## src/rtl/zigzag_encoder_pkg.sv

```systemverilog
// Shared types, widths and the JPEG zigzag scan tables for the zigzag encoder.
package zigzag_encoder_pkg;

    localparam int COEF_WIDTH = 12;
    localparam int RUN_WIDTH  = 6;
    localparam int BLOCK_DIM  = 8;

    typedef logic signed [COEF_WIDTH-1:0] coef_t;

    typedef struct packed {
        logic [RUN_WIDTH-1:0] run;
        coef_t                value;
        logic                 eob;
        logic                 last;
    } token_t;

    typedef enum logic {
        LOAD = 1'b0,
        SCAN = 1'b1
    } state_t;

    // Zigzag index k -> (row, col) of the 8x8 block.
    localparam logic [2:0] ZIGZAG_ROW [64] = '{
        3'd0, 3'd0, 3'd1, 3'd2, 3'd1, 3'd0, 3'd0, 3'd1,
        3'd2, 3'd3, 3'd4, 3'd3, 3'd2, 3'd1, 3'd0, 3'd0,
        3'd1, 3'd2, 3'd3, 3'd4, 3'd5, 3'd6, 3'd5, 3'd4,
        3'd3, 3'd2, 3'd1, 3'd0, 3'd0, 3'd1, 3'd2, 3'd3,
        3'd4, 3'd5, 3'd6, 3'd7, 3'd7, 3'd6, 3'd5, 3'd4,
        3'd3, 3'd2, 3'd1, 3'd2, 3'd3, 3'd4, 3'd5, 3'd6,
        3'd7, 3'd7, 3'd6, 3'd5, 3'd4, 3'd3, 3'd4, 3'd5,
        3'd6, 3'd7, 3'd7, 3'd6, 3'd5, 3'd6, 3'd7, 3'd7
    };

    localparam logic [2:0] ZIGZAG_COL [64] = '{
        3'd0, 3'd1, 3'd0, 3'd0, 3'd1, 3'd2, 3'd3, 3'd2,
        3'd1, 3'd0, 3'd0, 3'd1, 3'd2, 3'd3, 3'd4, 3'd5,
        3'd4, 3'd3, 3'd2, 3'd1, 3'd0, 3'd0, 3'd1, 3'd2,
        3'd3, 3'd4, 3'd5, 3'd6, 3'd7, 3'd6, 3'd5, 3'd4,
        3'd3, 3'd2, 3'd1, 3'd0, 3'd1, 3'd2, 3'd3, 3'd4,
        3'd5, 3'd6, 3'd7, 3'd7, 3'd6, 3'd5, 3'd4, 3'd3,
        3'd2, 3'd3, 3'd4, 3'd5, 3'd6, 3'd7, 3'd7, 3'd6,
        3'd5, 3'd4, 3'd5, 3'd6, 3'd7, 3'd7, 3'd6, 3'd7
    };

endpackage

```

## src/rtl/zigzag_encoder_if.sv

```systemverilog
// Column input stream and (run, value) token output stream of the zigzag encoder.
interface zigzag_encoder_if;
    import zigzag_encoder_pkg::*;

    logic [BLOCK_DIM*COEF_WIDTH-1:0] column_in;
    logic                            valid_in;
    logic                            ready_out;
    coef_t                           value_out;
    logic [RUN_WIDTH-1:0]            run_out;
    logic                            eob_out;
    logic                            last_out;
    logic                            valid_out;
    logic                            ready_in;

    modport slave (
        input  column_in, valid_in, ready_in,
        output ready_out, value_out, run_out, eob_out, last_out, valid_out
    );

    modport master (
        output column_in, valid_in, ready_in,
        input  ready_out, value_out, run_out, eob_out, last_out, valid_out
    );

endinterface

```

## src/rtl/zigzag_encoder_lut.sv

```systemverilog
// Combinational zigzag index to block position lookup.
module zigzag_lut
    import zigzag_encoder_pkg::*;
(
    input  logic [5:0] k,
    output logic [2:0] row,
    output logic [2:0] col
);

    assign row = ZIGZAG_ROW[k];
    assign col = ZIGZAG_COL[k];

endmodule

```

## src/rtl/zigzag_encoder.sv

```systemverilog
// Buffers an 8x8 coefficient block column by column, then scans it in zigzag order emitting (run, value) tokens.
// Optional macro ZRL_SPLIT_EN: split runs longer than 15 into ZRL tokens before the coefficient.
module zigzag_encoder
    import zigzag_encoder_pkg::*;
(
    input logic             clk_in,
    input logic             rst_in,
    zigzag_encoder_if.slave bus
);

    state_t               state, state_nxt;
    logic [2:0]           col_cnt, col_cnt_nxt;
    logic [5:0]           k, k_nxt;
    logic [RUN_WIDTH-1:0] run, run_nxt;

    coef_t                buffer [BLOCK_DIM][BLOCK_DIM];
    logic [2:0]           zz_row, zz_col;
    coef_t                coef;

    token_t               tok_nxt, tok_p1;
    logic                 vld_p1;
    logic                 emit;
    logic                 accept;
    logic                 advance;

    zigzag_lut u_lut (
        .k   (k),
        .row (zz_row),
        .col (zz_col)
    );

    assign coef    = buffer[zz_row][zz_col];
    assign accept  = bus.valid_in && (state == LOAD);
    assign advance = (state == SCAN) && (!vld_p1 || bus.ready_in);

    always_ff @(posedge clk_in) begin
        if (accept) begin
            for (int r = 0; r < BLOCK_DIM; r++) begin
                buffer[r][col_cnt] <= bus.column_in[r*COEF_WIDTH +: COEF_WIDTH];
            end
        end
    end

    always_comb begin
        state_nxt   = state;
        col_cnt_nxt = col_cnt;
        k_nxt       = k;
        run_nxt     = run;
        emit        = 1'b0;
        tok_nxt     = '0;
        unique case (state)
            LOAD: begin
                if (accept) begin
                    col_cnt_nxt = col_cnt + 3'd1;
                    if (col_cnt == 3'd7) begin
                        state_nxt = SCAN;
                    end
                end
            end
            SCAN: begin
                if (advance) begin
                    if (k == 6'd0) begin
                        emit          = 1'b1;
                        tok_nxt.value = coef;
                        k_nxt         = 6'd1;
                    end else if (coef != '0) begin
`ifdef ZRL_SPLIT_EN
                        // Long run: emit a ZRL and hold k until the residual run fits.
                        if (run > RUN_WIDTH'(15)) begin
                            emit        = 1'b1;
                            tok_nxt.run = RUN_WIDTH'(15);
                            run_nxt     = run - RUN_WIDTH'(16);
                        end else
`endif
                        begin
                            emit          = 1'b1;
                            tok_nxt.run   = run;
                            tok_nxt.value = coef;
                            tok_nxt.last  = (k == 6'd63);
                            run_nxt       = '0;
                            k_nxt         = k + 6'd1;
                        end
                    end else if (k == 6'd63) begin
                        emit         = 1'b1;
                        tok_nxt.eob  = 1'b1;
                        tok_nxt.last = 1'b1;
                    end else begin
                        run_nxt = run + RUN_WIDTH'(1);
                        k_nxt   = k + 6'd1;
                    end
                    if (emit && tok_nxt.last) begin
                        state_nxt = LOAD;
                        k_nxt     = '0;
                        run_nxt   = '0;
                    end
                end
            end
            default: state_nxt = LOAD;
        endcase
    end

    always_ff @(posedge clk_in or posedge rst_in) begin
        if (rst_in) begin
            state   <= LOAD;
            col_cnt <= '0;
            k       <= '0;
            run     <= '0;
        end else begin
            state   <= state_nxt;
            col_cnt <= col_cnt_nxt;
            k       <= k_nxt;
            run     <= run_nxt;
        end
    end

    // Output token register: holds until the downstream takes it.
    always_ff @(posedge clk_in or posedge rst_in) begin
        if (rst_in) begin
            tok_p1 <= '0;
            vld_p1 <= 1'b0;
        end else if (advance && emit) begin
            tok_p1 <= tok_nxt;
            vld_p1 <= 1'b1;
        end else if (vld_p1 && bus.ready_in) begin
            vld_p1 <= 1'b0;
        end
    end

    assign bus.ready_out = (state == LOAD);
    assign bus.value_out = tok_p1.value;
    assign bus.run_out   = tok_p1.run;
    assign bus.eob_out   = tok_p1.eob;
    assign bus.last_out  = tok_p1.last;
    assign bus.valid_out = vld_p1;

endmodule

```

## src/flat_wrapper.sv

```systemverilog
// flat-port wrapper written by rule: the top's interface ports become plain ports
module zigzag_encoder_flat import zigzag_encoder_pkg::*;
  (clk_in, rst_in, bus_column_in, bus_valid_in, bus_ready_in, bus_ready_out, bus_value_out, bus_run_out, bus_eob_out, bus_last_out, bus_valid_out);
  zigzag_encoder_if bus_i ();
  input logic clk_in;
  input logic rst_in;
  input wire logic [$bits(bus_i.column_in)-1:0] bus_column_in;
  input wire logic [$bits(bus_i.valid_in)-1:0] bus_valid_in;
  input wire logic [$bits(bus_i.ready_in)-1:0] bus_ready_in;
  output wire logic [$bits(bus_i.ready_out)-1:0] bus_ready_out;
  output wire logic [$bits(bus_i.value_out)-1:0] bus_value_out;
  output wire logic [$bits(bus_i.run_out)-1:0] bus_run_out;
  output wire logic [$bits(bus_i.eob_out)-1:0] bus_eob_out;
  output wire logic [$bits(bus_i.last_out)-1:0] bus_last_out;
  output wire logic [$bits(bus_i.valid_out)-1:0] bus_valid_out;
  assign bus_i.column_in = bus_column_in;
  assign bus_i.valid_in = bus_valid_in;
  assign bus_i.ready_in = bus_ready_in;
  assign bus_ready_out = bus_i.ready_out;
  assign bus_value_out = bus_i.value_out;
  assign bus_run_out = bus_i.run_out;
  assign bus_eob_out = bus_i.eob_out;
  assign bus_last_out = bus_i.last_out;
  assign bus_valid_out = bus_i.valid_out;
  zigzag_encoder u_core (.clk_in(clk_in), .rst_in(rst_in), .bus(bus_i));
endmodule
```

## config.mk

```make
export PLATFORM = sky130hd
export DESIGN_NAME = zigzag_encoder_flat
export DESIGN_NICKNAME = d
export VERILOG_FILES = /design/src/rtl/zigzag_encoder_pkg.sv /design/src/rtl/zigzag_encoder_if.sv /design/src/rtl/zigzag_encoder_lut.sv /design/src/rtl/zigzag_encoder.sv /design/src/flat_wrapper.sv
export SDC_FILE = /design/constraint.sdc
export NUM_CORES = 1
export LEC_CHECK = 0
export BUFFER_PORTS_ARGS = -buffer_cell sky130_fd_sc_hd__buf_2
export CAP_MARGIN = 20
export CORE_MARGIN = 2
export CORE_UTILIZATION = 44
export CTS_BUF_LIST = sky130_fd_sc_hd__clkbuf_8
export DETAILED_ROUTE_END_ITERATION = 10
export GPL_ROUTABILITY_DRIVEN = 0
export SYNTH_ARGS = -nofsm -noshare
export SYNTH_HDL_FRONTEND = slang
export SYNTH_SLANG_ARGS = --single-unit
```

## constraint.sdc

```tcl
create_clock -name clk_in -period 17.4 [get_ports clk_in]
set_input_delay 3.48 -clock clk_in [delete_from_list [all_inputs] [get_ports clk_in]]
set_output_delay 3.48 -clock clk_in [all_outputs]
set_load 0.02 [all_outputs]
```

==> flow_metrics.tcl <==
set metrics [dict create \
    ys_seq_area_share_pct 72.84 \
    outcome "finished, final reports clean" \
    hold_violations 0 \
    syn_area_sq_mm 0.03293 \
    dr.first_iter.drc_count 2083 \
    worstMarginPinSlew_ns 1.091 \
    areaGrowthSynthToFinish_pct 11.63 \
    initial_utilization_pct 44.31 \
    rrSetupSlack_ns 9.84 \
    vias 19940 \
    critPathKind "flip-flop to flip-flop" \
    stdcell_count 3408 \
    critPathLaunch "u_core.k[2]" \
    dpl.cell_count 3178 \
    grt_use_total_pct 22.94 \
    yosys.area.top_type "edfxtp_1" \
    timing.fmax_mhz 132.2 \
    ctsResizeCount 0 \
    cts_setup_buffers 0 \
    clkLatencyLatePin_ns 0.80 \
    slew_violations 0 \
    die_y_um 277.6 \
    critical_path.max_fanout 48 \
    cts_max_level 4 \
    fp.coreArea_sq_mm 0.07432 \
    dp_hpwl_mm 52.76 \
    min_to "u_core.bus.run_out[0]" \
    yosys.area_share.simple_pct 8.598 \
    antenna_found_initial 11 \
    cap_violations 0 \
    synth_edf_count 768 \
    drtPass1Iterations 8 \
    rsz0062_at_grt "no" \
    grt-ovfl-total 0 \
    grt_pass1_wl_mm 130.7 \
    hold_buffers 0 \
    cts.sinks 805 \
    fin_nets 2462 \
    fin_crit_ns 7.562 \
    synth-main-ff-cell "edfxtp_1" \
    setup_viol 0 \
    synth_compound_area_share_pct 8.853 \
    cp.arrival_ns 8.22 \
    syn_nets 2292 \
    hold_depth 2 \
    wl_per_cell_um 26.00 \
    drc 0 \
    final_layout_size_suffix_gt1_share_pct 16.33 \
    synth_top_cell_area_share_pct 70.03 \
    p_leak_nw 12.87 \
    die_area_sq_mm 0.07705 \
    slew_headroom_pct 27.10 \
    fin_tns_setup_ns 0 \
    cts_tree "built" \
    io_buffers 121 \
    layout_commonest_cell "edfxtp_1" \
    ys_warn_count 0 \
    clk_pin_slew_worst_paths_ns 0.06 \
    synthMuxAreaShare_pct 6.018 \
    synth_area_per_cell_sq_um 15.15 \
    synthCells 2173 \
    fill_cells 6449 \
    numCtsBuffers 131 \
    yosys.cell_types.count 91 \
    finClkSkew_ns 0.02733 \
    layout_common_cells "edfxtp_1, nand2_1, mux2i_1, clkbuf_8, buf_2" \
    reg2reg_depth 16 \
    finalCritPeriodShare_pct 43.46 \
    r2r-end "u_core.bus.value_out[10]" \
    antenna_left 0 \
    cts-root-buf "clkbuf_8" \
    peakVddDrop_mv 0.3226 \
    grt_pass1_vias 20140 \
    hold_path.class "flip-flop to flip-flop" \
    post_synth_fa_ha_maj_area_fraction_pct 0.7219 \
    rr_startpoint "u_core.k[2]" \
    start_kind "flip-flop" \
    crit_path_end_kind "flip-flop" \
    viasPerCell 5.852 \
    num_rows 100 \
    min_from "u_core.bus.run_out[0]" \
    ys_ff_latch 805 \
    die_x_um 277.6 \
    synth_top_family_by_area "compound AO/OA/AOI/OAI gates" \
    synthTopCellsByArea "edfxtp_1, mux2i_1, nand2_1, dfrtp_1, nand3_1" \
    p_per_area_mw_per_mm2 206.2 \
    cts_buffer_depth 3 \
    synth-xor-area-share_pct 0.07979 \
    synthArstFlopShare_pct 4.596 \
    cp.required_ns 18.06 \
    grt_max_degree 159 \
    io_pins 122 \
    wirelength_mm 88.59 \
]
through the flow:
step	instance area, sq um	util (%)	hold WS (ns)	power (mW)	setup WS (ns)
finish	36760	49.46	0.5219	7.578	9.838
global route	36760	49.46	0.5362	7.972	9.476
CTS	36730	49.43	0.5250	7.611	9.878
detailed placement	34370	46.25	0.5108	6.095	9.862
global placement	34370	46.25	0.4984	6.071	10.08
floorplan	32930	-	0.4901	4.983	6.294
final cells by class:
type,count,area (sq um),share of cell area (%)
clock buffers,138,1899,5.167
repair buffers,165,973.4,2.648
inverters,28,107.6,0.2927
well taps,969,1212,3.298
clock inverters,89,460.4,1.253
diodes,2,5.005,0.01362
multi-input cells,1212,8113,22.07
flip-flops and latches,805,23990,65.26
registers in the layout (all words and copies together) (netlist names), 3 cells and up:
register and flops:
u_core.buffer 768, u_core.bus.value_out 12, u_core.bus.run_out 6, u_core.k 6
u_core.run 6, u_core.col_cnt 3
critical path: stages, from the launching register on:
cell	delay, ns
dfrtp_1	0.94
inv_1	0.44
ha_1	0.41
nand2b_1	0.15
o311a_1	0.19
or3_1	0.69
nand2_4	0.55
buf_4	0.65
buf_4	0.56
nand3_1	0.14
o2111a_1	0.15
a2111oi_0	0.84
nor4_1	0.14
a22oi_2	0.43
nor3_4	0.17
a21oi_4	0.57
mux2_4	0.35
power breakdown:
group	internal, mW	switching (mW)	leakage, nW
clock network	0.775	0.733	1.36
logic	1.21	2.51	4.11
registers	2.27	0.0793	7.39
synth_stat cells, types with 8 or more instances:
cell type and n:
edfxtp_1 768, nand2_1 351, mux2i_1 144, nand3_1 101, a21oi_1 71, o221ai_1 53, buf_2 46, o21ai_0 42
a22oi_1 40, a31oi_1 38, dfrtp_1 37, and3_1 35, nor2_1 28, inv_1 27, buf_4 26, clkbuf_1 26
buf_6 23, nor3_1 23, o22ai_1 22, ha_1 19, mux2_2 17, nand2b_1 13, nor2b_1 10, o2111ai_1 10
a22o_1 9, mux4_2 9, nor4_1 9, nand4_1 8
logic make-up (layout without fill, tap and decap cells):
logic type | count (synthesis) | count (layout)
XOR/XNOR | 3 | 3
multiplexers | 181 | 181
buffers and inverters | 156 | 420
flip-flops | 805 | 805
other | 0 | 2
AND/OR/NAND/NOR | 616 | 616
AO/OA/AOI/OAI | 393 | 393
adder cells (fa/ha/maj) | 19 | 19
metal layers:
layer  vias up  GRT usage, %  share of wire (%)
met5         -             0              0.045
met4         6         8.330                2.5
met3       168         3.908                6.8
met2       891         37.92                 49
met1     10060         30.62                 41
li1       8817             -                  -
how the worst max path moves through the flow:
stage | endpoint | slack, ns
floorplan | u_core.buffer[0][84] | 6.29
global placement | u_core.bus.value_out[9] | 10.08
detailed placement | u_core.bus.value_out[9] | 9.86
CTS | u_core.bus.value_out[10] | 9.88
global route | u_core.bus.value_out[9] | 9.48
finish | u_core.bus.value_out[10] | 9.84
No activity file was read; power rests on OpenSTA's default activity.
